--- src/rtl/otter_int_pkg.sv ---
// Shared types and defaults for the OTTER interrupt controller.
package otter_int_pkg;

    localparam int NUM_SRC_DEF = 4;

    typedef enum logic [1:0] {
        ST_IDLE    = 2'd0,
        ST_TAKE    = 2'd1,
        ST_HANDLER = 2'd2,
        ST_RETURN  = 2'd3
    } int_state_e;

endpackage

--- src/rtl/otter_irq_sync.sv ---
// Two-flop synchronizer plus rising-edge detector for one interrupt line.
module otter_irq_sync (
    input  logic clk,
    input  logic rst,
    input  logic i_irq,
    output logic o_rise
);

    logic       r_s1;
    logic       r_s2;
    logic       r_s3;
    logic [2:0] r_warm;

    always_ff @(posedge clk) begin
        if (rst) begin
            r_s1   <= 1'b0;
            r_s2   <= 1'b0;
            r_s3   <= 1'b0;
            r_warm <= '0;
        end else begin
            r_s1   <= i_irq;
            r_s2   <= r_s1;
            r_s3   <= r_s2;
            r_warm <= {r_warm[1:0], 1'b1};
        end
    end

    // Edges are ignored until the pipeline has refilled after reset,
    // so a line held high through reset does not look like a new edge.
    assign o_rise = r_warm[2] & r_s2 & ~r_s3;

endmodule

--- src/rtl/otter_int_ctrl.sv ---
// Interrupt controller: pending capture, priority pick and take/return FSM.
module otter_int_ctrl
    import otter_int_pkg::*;
#(
    parameter int NUM_SRC = NUM_SRC_DEF,
    parameter int CW      = $clog2(NUM_SRC)
) (
    input  logic               clk,
    input  logic               rst,
    input  logic [NUM_SRC-1:0] irq_in,
    input  logic [NUM_SRC-1:0] irq_mask,
    input  logic               mie,
    input  logic               mstatus,
    input  logic               commit,
    input  logic               mret,
    output logic               int_taken,
    output logic               int_ret,
    output logic [CW-1:0]      int_cause,
    output logic [NUM_SRC-1:0] pending,
    output logic               in_handler
);

    int_state_e         r_state;
    int_state_e         w_next;
    logic [NUM_SRC-1:0] r_pending;
    logic [CW-1:0]      r_cause;
    logic               r_taken;
    logic               r_ret;

    logic [NUM_SRC-1:0] w_rise;
    logic [NUM_SRC-1:0] w_cand;
    logic [NUM_SRC-1:0] w_clr;
    logic [CW-1:0]      w_win;
    logic               w_elig;
    logic               w_take;

    for (genvar g = 0; g < NUM_SRC; g++) begin : g_sync
        otter_irq_sync u_sync (
            .clk    (clk),
            .rst    (rst),
            .i_irq  (irq_in[g]),
            .o_rise (w_rise[g])
        );
    end

    assign w_cand = r_pending & irq_mask;
    assign w_elig = (|w_cand) & mie & mstatus;
    assign w_take = (r_state == ST_IDLE) & w_elig & commit;

    // Descending scan leaves the lowest-index candidate as winner.
    always_comb begin
        w_win = '0;
        for (int i = NUM_SRC - 1; i >= 0; i--) begin
            if (w_cand[i]) w_win = CW'(i);
        end
    end

    always_comb begin
        w_clr = '0;
        if (w_take) w_clr = NUM_SRC'(1) << w_win;
    end

    always_comb begin
        w_next = r_state;
        unique case (r_state)
            ST_IDLE:    if (w_take) w_next = ST_TAKE;
            ST_TAKE:    w_next = ST_HANDLER;
            ST_HANDLER: if (commit && mret) w_next = ST_RETURN;
            ST_RETURN:  w_next = ST_IDLE;
            default:    w_next = ST_IDLE;
        endcase
    end

    always_ff @(posedge clk) begin
        if (rst) begin
            r_state   <= ST_IDLE;
            r_pending <= '0;
            r_cause   <= '0;
            r_taken   <= 1'b0;
            r_ret     <= 1'b0;
        end else begin
            r_state   <= w_next;
            // A fresh edge on the source being cleared keeps it pending.
            r_pending <= (r_pending & ~w_clr) | w_rise;
            if (w_take) r_cause <= w_win;
            r_taken   <= (r_state == ST_TAKE);
            r_ret     <= (r_state == ST_RETURN);
        end
    end

    assign int_taken  = r_taken;
    assign int_ret    = r_ret;
    assign int_cause  = r_cause;
    assign pending    = r_pending;
    assign in_handler = (r_state == ST_TAKE) || (r_state == ST_HANDLER);

endmodule
--- config.mk ---
export PLATFORM = sky130hd
export DESIGN_NAME = otter_int_ctrl
export DESIGN_NICKNAME = d
export VERILOG_FILES = /design/src/rtl/otter_int_pkg.sv /design/src/rtl/otter_irq_sync.sv /design/src/rtl/otter_int_ctrl.sv
export SDC_FILE = /design/constraint.sdc
export NUM_CORES = 1
export LEC_CHECK = 0
export ABC_CLOCK_PERIOD_IN_PS = 2500
export CORE_UTILIZATION = 25
export CTS_BUF_LIST = sky130_fd_sc_hd__clkbuf_16
export CTS_CLUSTER_SIZE = 25
export DETAILED_ROUTE_END_ITERATION = 10
export PLACE_DENSITY = 0.54
export RECOVER_POWER = 50
export SYNTH_ARGS = -nofsm -noshare
export SYNTH_HDL_FRONTEND = slang
export SYNTH_SLANG_ARGS = --single-unit
--- constraint.sdc ---
create_clock -name clk -period 2.5 [get_ports clk]
set_input_delay 0.5 -clock clk [delete_from_list [all_inputs] [get_ports clk]]
set_output_delay 0.5 -clock clk [all_outputs]
set_load 0.01 [all_outputs]
==> results of run 1 <==
metal layers:
layer / part of all wire [%] / up-vias / track usage, % / wire, um
li1: - / 345 / - / -
met1: 48 / 306 / 11.4 / 824
met2: 45 / 19 / 15.3 / 773
met3: 5.1 / 2 / 3.65 / 87
met4: 1.3 / 0 / 4.36 / 23
met5: 0 / - / 0 / 0
through the flow:
step	util (%)	worst slack [ns]	power (mW)	hold WS, ns	cell area, um^2
after floorplan	-	1.01	0.515	0.414	928
after global placement	35.3	0.611	0.571	0.418	1210
after detailed placement	35.3	0.542	0.574	0.424	1210
after CTS	37.6	0.420	0.918	0.438	1290
after global routing	37.3	0.361	0.955	0.463	1280
final	37.3	0.431	0.901	0.436	1280
worst max-delay path by stage:
stage	endpoint	slack, ns	cells past startpoint
after floorplan	pending[2]$_SDFF_PP0_	1.01	6
final	in_handler	0.43	3
after global routing	in_handler	0.36	3
after detailed placement	r_state[1]$_SDFFE_PP0P_	0.54	5
after global placement	r_state[1]$_SDFFE_PP0P_	0.61	5
after CTS	in_handler	0.42	3
kinds of logic (layout without fill, tap and decap cells):
group | Yosys count | after routing | share of synthesized area [%]
compound gates | 15 | 15 | 13.1
fa+ha+maj | 5 | 5 | 6.74
buf+inv | 6 | 32 | 2.43
flops | 25 | 25 | 53.9
mux | 1 | 1 | 1.08
simple gates | 35 | 35 | 22.8
critical path, stage by stage (launching register included):
cell and delay [ns]:
dfxtp_1 0.39, inv_1 0.10, ha_1 0.30, clkdlybuf4s50_1 0.53
cell type report:
| cell class | count | area (um^2) | area share (%) |
|---|---|---|---|
| Tap cell | 46 | 57.6 | 4.48 |
| Timing Repair Buffer | 24 | 228 | 17.7 |
| Clock inverter | 1 | 3.75 | 0.292 |
| Sequential cell | 25 | 500 | 38.9 |
| Inverter | 4 | 15.0 | 1.17 |
| Clock buffer | 3 | 75.1 | 5.84 |
| Multi-Input combinational cell | 56 | 405 | 31.5 |
where the power goes:
part / leakage, nW / internal [mW] / switching [mW]
Clock: 0.0423 / 0.213 / 0.127
Combinational: 0.242 / 0.0733 / 0.0577
Sequential: 0.204 / 0.420 / 0.0106
Total: 0.488 / 0.706 / 0.195
placed cells by master, fill, tap and decap left out, types with 2 or more instances in the layout:
cell type	instances
dfxtp_1	25
nor2b_1	18
clkbuf_16	3
clkbuf_1	2
a21oi_1	3
clkdlybuf4s50_1	21
ha_1	5
inv_1	5
a22o_1	3
a32o_1	2
nand2_1	9
nor2_1	2
cell usage after synthesis, drive strengths merged (2+ instances only):
cell,count,share of area (%)
a211oi,2,2.2
a21oi,3,1.6
a22o,3,2.8
a32o,2,2.2
clkbuf,2,0.81
dfxtp,25,54
ha,5,6.7
inv,4,1.6
nand2,9,3.6
nor2,2,0.81
nor2b,18,12
registers in the layout, summed over array words and instances, names as in the netlist:
name / flops
int_taken: 1
g_sync.u_sync.r_s3: 4
r_state: 2
int_ret: 1
g_sync.u_sync.r_s2: 4
g_sync.u_sync.r_warm: 3
pending: 4
int_cause: 2
g_sync.u_sync.r_s1: 4
==> metrics.csv, run 1 <==
stage,metric,value,unit
status,status,"complete, no violations",
sta,"Period Utilization, post-route",82.8,%
finish,number of diodes,0,
finish,area growth from synthesis to layout,38.4,%
sta,Worst Clk Skew,0.00695,ns
global_route,largest net degree at the start of global routing,14,
setup_path,WP data required,2.00,ns
sta,RSZ-0062 raised after global routing,false,
setup_path,Worst Path Max Fanout,4,
worst_hold_path,Hold Crit Depth,1,
die,starting density of the core,27.0,%
synthesis,Synth cell types,24,
synthesis,Synthesis Warnings,0,
die,Die X,62.9,um
die,Die Ht,62.9,um
sta,pin slew with the least headroom to its limit,0.495,ns
placement,placed insts,155,
die,io pins,23,
synthesis,"Net Count, Synth",106,
clocking,# Post-CTS Setup Buffers,0,
power,Lkg Pwr,0.488,nW
clocking,CTS Buf Count,3,
clocking,clk root buf,clkbuf_16,
job,number of max-cap violations,0,
global_route,grt total ovfl,0,
synthesis,post-synthesis cell count,87,
global_route,vias in the first global route,687,
detailed_routing,antenna-violating nets left,0,
sta,"Hold Violations, Final",0,
worst_hold_path,Worst Hold End,g_sync[1].u_sync.r_s2$_SDFF_PP0_,
setup_path,worst r2r src,r_state[0]$_SDFFE_PP0P_,
setup_path,Worst setup EP type,output port,
sta,f_max,0.483,GHz
setup_path,cells on worst reg2reg path,6,
die,die area,3960,um^2
worst_hold_path,Hold Crit Class,flip-flop to flip-flop,
clocking,TritonCTS clock tree,done,
global_route,initial antenna violation count,0,
detailed_routing,Vias,672,
placement,gpl congestion,0.783,
clocking,CTS sink cnt,25,
detailed_routing,WL/cell,10.7,um
sta,setup tns final,0,ns
detailed_routing,Total Routed Length,1710,um
placement,hpwl dp,1300,um
worst_hold_path,hold path startpoint,g_sync[1].u_sync.r_s1$_SDFF_PP0_,
synthesis,#FFs+latches synth,25,
clocking,# hold bufs at CTS,0,
clocking,CTS max path bufs,2,
synthesis,Async SR Flop Fraction,0,%
finish,share of post-route cells with drive strength above 1,7.08,%
synthesis,Syn Area/Cell,10.7,um^2
detailed_routing,Avg Vias per Cell,4.23,
sta,fin crit period,2.07,ns
clocking,post-CTS sizing,0,
global_route,overall fraction of global-route tracks in use,9.65,%
detailed_routing,DRC,0,
die,Row Count,21,
clocking,CTS H-tree depth,1,
setup_path,CP Launch Type,flip-flop,
detailed_routing,DRT iter0 DRCs,41,
synthesis,predominant post-synthesis flop cell,dfxtp_1,
setup_path,Crit. Startpoint,r_state[1]$_SDFFE_PP0P_,
sta,relative max-transition margin,67.0,%
sta,final setup violation count,0,
power,total power divided by cell area,701,nW/um^2
sta,max-slew violations,0,
setup_path,Crit Path Class,flip-flop to output port,
setup_path,Reg2Reg Setup Slack,0.87,ns
setup_path,WP data arrival,1.57,ns
synthesis,Post-synth EDFFs,0,
setup_path,r2r endpoint,pending[2]$_SDFF_PP0_,
detailed_routing,DR pass1 iterations,4,
global_route,first-pass GRT wire length,2960,um
clocking,Worst-path clk slew,0.06,ns
synthesis,synthesized cell area,928,um^2
die,core area,3440,um^2
clocking,clk_lat worst skew,0.25,ns
placement,PortBufs,22,
finish,fill cell total of the finished layout,342,
power,worst vdd ir,222,uV
finish,Layout Cells excl Fill,159,
finish,Nets,133,
synthesis,sequential element share of the synthesized area,53.9,%
(Power assumes the default switching activity.)
==> inputs of run 2 (changes only) <==
- ABC_CLOCK_PERIOD_IN_PS: 2500 -> 1700
- PLACE_DENSITY: 0.54 -> 0.56
- clock period: 2.5 -> 1.7 ns (I/O delays scaled with it)
==> metrics.csv, run 2 (same netlist as run 1, synthesis figures left out) <==
stage,metric,value,unit
placement,placed instance area,1240,um^2
die,Die X,62.9,um
power,Reg power frac,47.4,%
die,core area,3440,um^2
global_route,met1 Usage GRT,11.0,%
detailed_routing,Avg Vias per Cell,4.33,
global_route,initial antenna violation count,0,
placement,placed insts,159,
finish,share of post-route cells with drive strength above 1,11.1,%
detailed_routing,WL/cell,10.5,um
setup_path,WP data arrival,1.31,ns
clocking,clk_lat worst skew,0.26,ns
clocking,TritonCTS clock tree,done,
sta,max-slew violations,0,
job,number of max-cap violations,0,
sta,final setup violation count,0,
sta,RSZ-0062 raised after global routing,false,
die,Die Ht,62.9,um
clocking,CTS H-tree depth,1,
placement,hpwl dp,1310,um
detailed_routing,antenna-violating nets left,0,
power,Combinational Power Share,14.9,%
sta,"Hold Violations, Final",0,
setup_path,Worst setup EP type,output port,
power,worst vdd ir,403,uV
sta,"Period Utilization, post-route",96.8,%
setup_path,WP data required,1.36,ns
sta,fin crit period,1.65,ns
clocking,clk root buf,clkbuf_16,
setup_path,Worst Path Max Fanout,4,
sta,f_max,0.608,GHz
global_route,busiest grt layer,met2,
clocking,# hold bufs at CTS,0,
power,total power divided by cell area,1020,nW/um^2
detailed_routing,DRC,0,
sta,relative max-transition margin,79.1,%
status,status,"complete, no violations",
finish,post-route cell area,1310,um^2
detailed_routing,Total Routed Length,1700,um
global_route,largest net degree at the start of global routing,14,
detailed_routing,DR pass1 iterations,4,
setup_path,"Cell Chain, Critical Path",inv_1 -> ha_2 -> dlygate4sd2_1,
clocking,Worst-path clk slew,0.06,ns
setup_path,critical path's largest stage delay,0.33,ns
worst_hold_path,Hold Crit Class,flip-flop to flip-flop,
global_route,first-pass GRT wire length,3060,um
detailed_routing,DRT iter0 DRCs,54,
die,starting density of the core,27.0,%
die,die area,3960,um^2
setup_path,CP max-delay cell,dfxtp_2,
placement,gpl congestion,0.779,
finish,area growth from synthesis to layout,41.5,%
finish,Finished Core Util,38.2,%
sta,pin slew with the least headroom to its limit,0.314,ns
power,internal power,1.04,mW
setup_path,cells on worst reg2reg path,6,
finish,number of diodes,0,
detailed_routing,Vias,705,
power,switching pwr,294,uW
clocking,CTS sink cnt,25,
placement,PortBufs,22,
finish,Nets,137,
die,io pins,23,
global_route,overall fraction of global-route tracks in use,10.1,%
worst_hold_path,Hold Crit Depth,1,
power,Switching Fraction,22.0,%
global_route,met2 GRT Util,17.1,%
setup_path,Crit Path Class,flip-flop to output port,
global_route,grt total ovfl,0,
clocking,CTS max path bufs,2,
setup_path,CP Buf/Inv Count,2,
setup_path,CP Launch Type,flip-flop,
power,Clk pwr share,37.7,%
finish,"most common cell after layout, fill and taps aside",dfxtp_1,
finish,"commonest non-fill, non-tap cells in the layout","24 x dfxtp_1, 20 x clkdlybuf4s50_1, 18 x nor2b_1",
sta,Worst Clk Skew,0.00382,ns
finish,Layout Cells excl Fill,163,
power,Lkg Pwr,0.509,nW
global_route,vias in the first global route,740,
global_route,M3 GR Usage,2.92,%
die,Row Count,21,
setup_path,CP Depth,3,
clocking,CTS Buf Count,3,
setup_path,family with the most delay on the worst path,buffers and inverters,
==> run 2: worst paths after layout <==
kind	from	to	slack (ns)
setup / recovery	r_state[0]$_SDFFE_PP0P_	in_handler	0.05
hold reg to reg	g_sync[0].u_sync.r_s1$_SDFF_PP0_	g_sync[0].u_sync.r_s2$_SDFF_PP0_	0.44
setup reg to reg	r_state[0]$_SDFFE_PP0P_	pending[2]$_SDFF_PP0_	0.08
hold / removal	g_sync[0].u_sync.r_s1$_SDFF_PP0_	g_sync[0].u_sync.r_s2$_SDFF_PP0_	0.44
==> run 2: through the flow <==
stage	hold slack (ns)	power, mW	TNS, ns	setup slack [ns]
2_1_floorplan	0.414	0.757	0	0.207
3_3_place_gp	0.421	0.849	-0.0573	-0.0361
3_5_place_dp	0.425	0.854	-0.227	-0.122
4_1_cts	0.439	1.35	0	0.0222
5_1_grt	0.457	1.41	0	0.00731
6_report	0.435	1.34	0	0.0541
==> run 2: what timing repair did <==
action                                  in CTS  in global routing
gates resized for setup                      1                  2
cloned                                       0                  0
endpoints found under the setup margin       1                  3
setup buffers                                0                  0
==> run 2: power by group through the flow <==
stage,Combinational (mW),Sequential (mW),Clock [mW]
CTS,0.203,0.632,0.515
detailed placement,0.208,0.646,0
global route,0.222,0.638,0.546
finish,0.199,0.633,0.505
floorplan,0.112,0.645,0
global placement,0.205,0.644,0
==> run 2: area by class of cell <==
cell class	count	area (um^2)
multi-input combinational	56	408
tap	46	57.6
clock buffer	3	75.1
timing repair buffer	28	253
inverter	4	15.0
clock inverter	1	3.75
sequential	25	502
fill	354	2130
==> run 2: per-layer routing <==
metal  routed length (um)  up-vias
met5                    0        -
met4                   41        0
met3                   96        5
met2                  799       20
met1                  766      327
li1                     -      353
==> run 2: worst register-to-register path, delay by kind of cell, from the launching register on <==
family	cells	cell delay (ns)
compound gates	2	0.44
buf+inv	1	0.14
fa+ha+maj	1	0.22
simple gates	2	0.38
flops	1	0.33
==> inputs of run 3 (changes only) <==
- MAX_ROUTING_LAYER: not set -> met4
==> metrics.csv, run 3 (same netlist as run 1, synthesis figures left out) <==
stage,metric,value,unit
detailed_routing,Total Routed Length,1710,um
global_route,vias in the first global route,740,
job,number of max-cap violations,0,
setup_path,CP Launch Type,flip-flop,
clocking,TritonCTS clock tree,done,
clocking,clk root buf,clkbuf_16,
finish,Nets,137,
sta,"Period Utilization, post-route",96.8,%
worst_hold_path,Hold Crit Class,flip-flop to flip-flop,
die,Die Ht,62.9,um
setup_path,worst r2r src,r_state[0]$_SDFFE_PP0P_,
status,status,"complete, no violations",
die,io pins,23,
global_route,first-pass GRT wire length,3060,um
sta,max-slew violations,0,
die,Row Count,21,
global_route,initial antenna violation count,0,
global_route,met1 Usage GRT,11.0,%
setup_path,r2r endpoint,pending[2]$_SDFF_PP0_,
clocking,# hold bufs at CTS,0,
placement,gpl congestion,0.790,
clocking,# Post-CTS Setup Buffers,0,
setup_path,WP data arrival,1.31,ns
die,Die X,62.9,um
sta,pin slew with the least headroom to its limit,0.316,ns
sta,f_max,0.608,GHz
setup_path,WP data required,1.36,ns
finish,area growth from synthesis to layout,41.5,%
sta,WHS,0.435,ns
power,worst vdd ir,403,uV
setup_path,Crit. Startpoint,r_state[0]$_SDFFE_PP0P_,
setup_path,Worst setup endpoint,in_handler,
clocking,CTS H-tree depth,1,
setup_path,Crit Path Class,flip-flop to output port,
detailed_routing,Vias,710,
finish,number of diodes,0,
global_route,M3 GR Usage,2.92,%
die,starting density of the core,27.0,%
global_route,busiest grt layer,met2,
setup_path,Worst Path Max Fanout,4,
sta,RSZ-0062 raised after global routing,false,
detailed_routing,Avg Vias per Cell,4.36,
power,Lkg Pwr,0.509,nW
finish,Layout Cells excl Fill,163,
clocking,CTS Buf Count,3,
clocking,Worst-path clk slew,0.06,ns
global_route,largest net degree at the start of global routing,14,
finish,"most common cell after layout, fill and taps aside",dfxtp_1,
worst_hold_path,hold path startpoint,g_sync[0].u_sync.r_s1$_SDFF_PP0_,
global_route,grt total ovfl,0,
die,die area,3960,um^2
sta,fin crit period,1.65,ns
clocking,CTS max path bufs,2,
detailed_routing,DR pass1 iterations,4,
clocking,CTS sink cnt,25,
sta,setup tns final,0,ns
detailed_routing,WL/cell,10.5,um
sta,Worst Clk Skew,0.00382,ns
setup_path,Worst setup EP type,output port,
setup_path,cells on worst reg2reg path,6,
finish,"commonest non-fill, non-tap cells in the layout","24 x dfxtp_1, 20 x clkdlybuf4s50_1, 18 x nor2b_1",
global_route,met2 GRT Util,17.1,%
sta,"Hold Violations, Final",0,
detailed_routing,DRC,0,
detailed_routing,DRT iter0 DRCs,53,
setup_path,Reg2Reg Setup Slack,0.08,ns
detailed_routing,antenna-violating nets left,0,
clocking,clk_lat worst skew,0.26,ns
placement,PortBufs,22,
sta,final setup violation count,0,
placement,hpwl dp,1310,um
finish,share of post-route cells with drive strength above 1,11.1,%
placement,placed insts,159,
global_route,overall fraction of global-route tracks in use,10.4,%
sta,relative max-transition margin,78.9,%
power,total power divided by cell area,1020,nW/um^2
die,core area,3440,um^2
-- run 3: cell counts in the layout (fill, tap and decap cells not counted) --
Identical to the previous run, type by type.
-- run 3: how the worst min path moves through the flow --
stage | end | depth (start not counted)
floorplan | g_sync[0].u_sync.r_s2$_SDFF_PP0_ | 1
global placement | g_sync[0].u_sync.r_s2$_SDFF_PP0_ | 1
detailed placement | g_sync[1].u_sync.r_s2$_SDFF_PP0_ | 1
CTS | g_sync[1].u_sync.r_s2$_SDFF_PP0_ | 1
global route | g_sync[2].u_sync.r_s2$_SDFF_PP0_ | 1
finish | g_sync[0].u_sync.r_s2$_SDFF_PP0_ | 1
-- run 3: repair_timing --
item | 4_1_cts | 5_1_grt
endpoints found under the setup margin | 1 | 3
hold endpoints to repair | 0 | 0
resized for setup | 1 | 2
pin swaps | 0 | 0
-- run 3: layout make-up --
class / instances / area [um^2]
fillers: 354 / 2130
flip-flops and latches: 25 / 502
well taps: 46 / 57.6
inverters: 4 / 15.0
repair buffers: 28 / 253
clock buffers: 3 / 75.1
clock inverters: 1 / 3.75
multi-input cells: 56 / 408
-- run 3: worst max-delay path: stages (launching register included) --
cell and delay (ns):
dfxtp_2 0.33, inv_1 0.14, ha_2 0.30, dlygate4sd2_1 0.28
-- run 3: stage by stage --
step | util [%] | cell area, um^2 | power (mW) | setup WS [ns]
global placement | 36.1 | 1240 | 0.849 | -0.0361
global route | 38.2 | 1310 | 1.41 | 0.00731
CTS | 38.4 | 1320 | 1.35 | 0.0222
finish | 38.2 | 1310 | 1.34 | 0.0541
floorplan | - | 928 | 0.757 | 0.207
detailed placement | 36.1 | 1240 | 0.854 | -0.122
-- run 3: report_power, final --
part           internal (mW)  switching, mW
Clock                  0.314          0.191
Sequential             0.619         0.0141
Combinational          0.109         0.0896
Total                   1.04          0.294
-- run 3: layer usage --
layer / routed length [um] / share of wire [%]
met1: 777 / 46
met2: 794 / 47
met3: 93 / 5.5
met4: 41 / 2.4
met5: 0 / 0
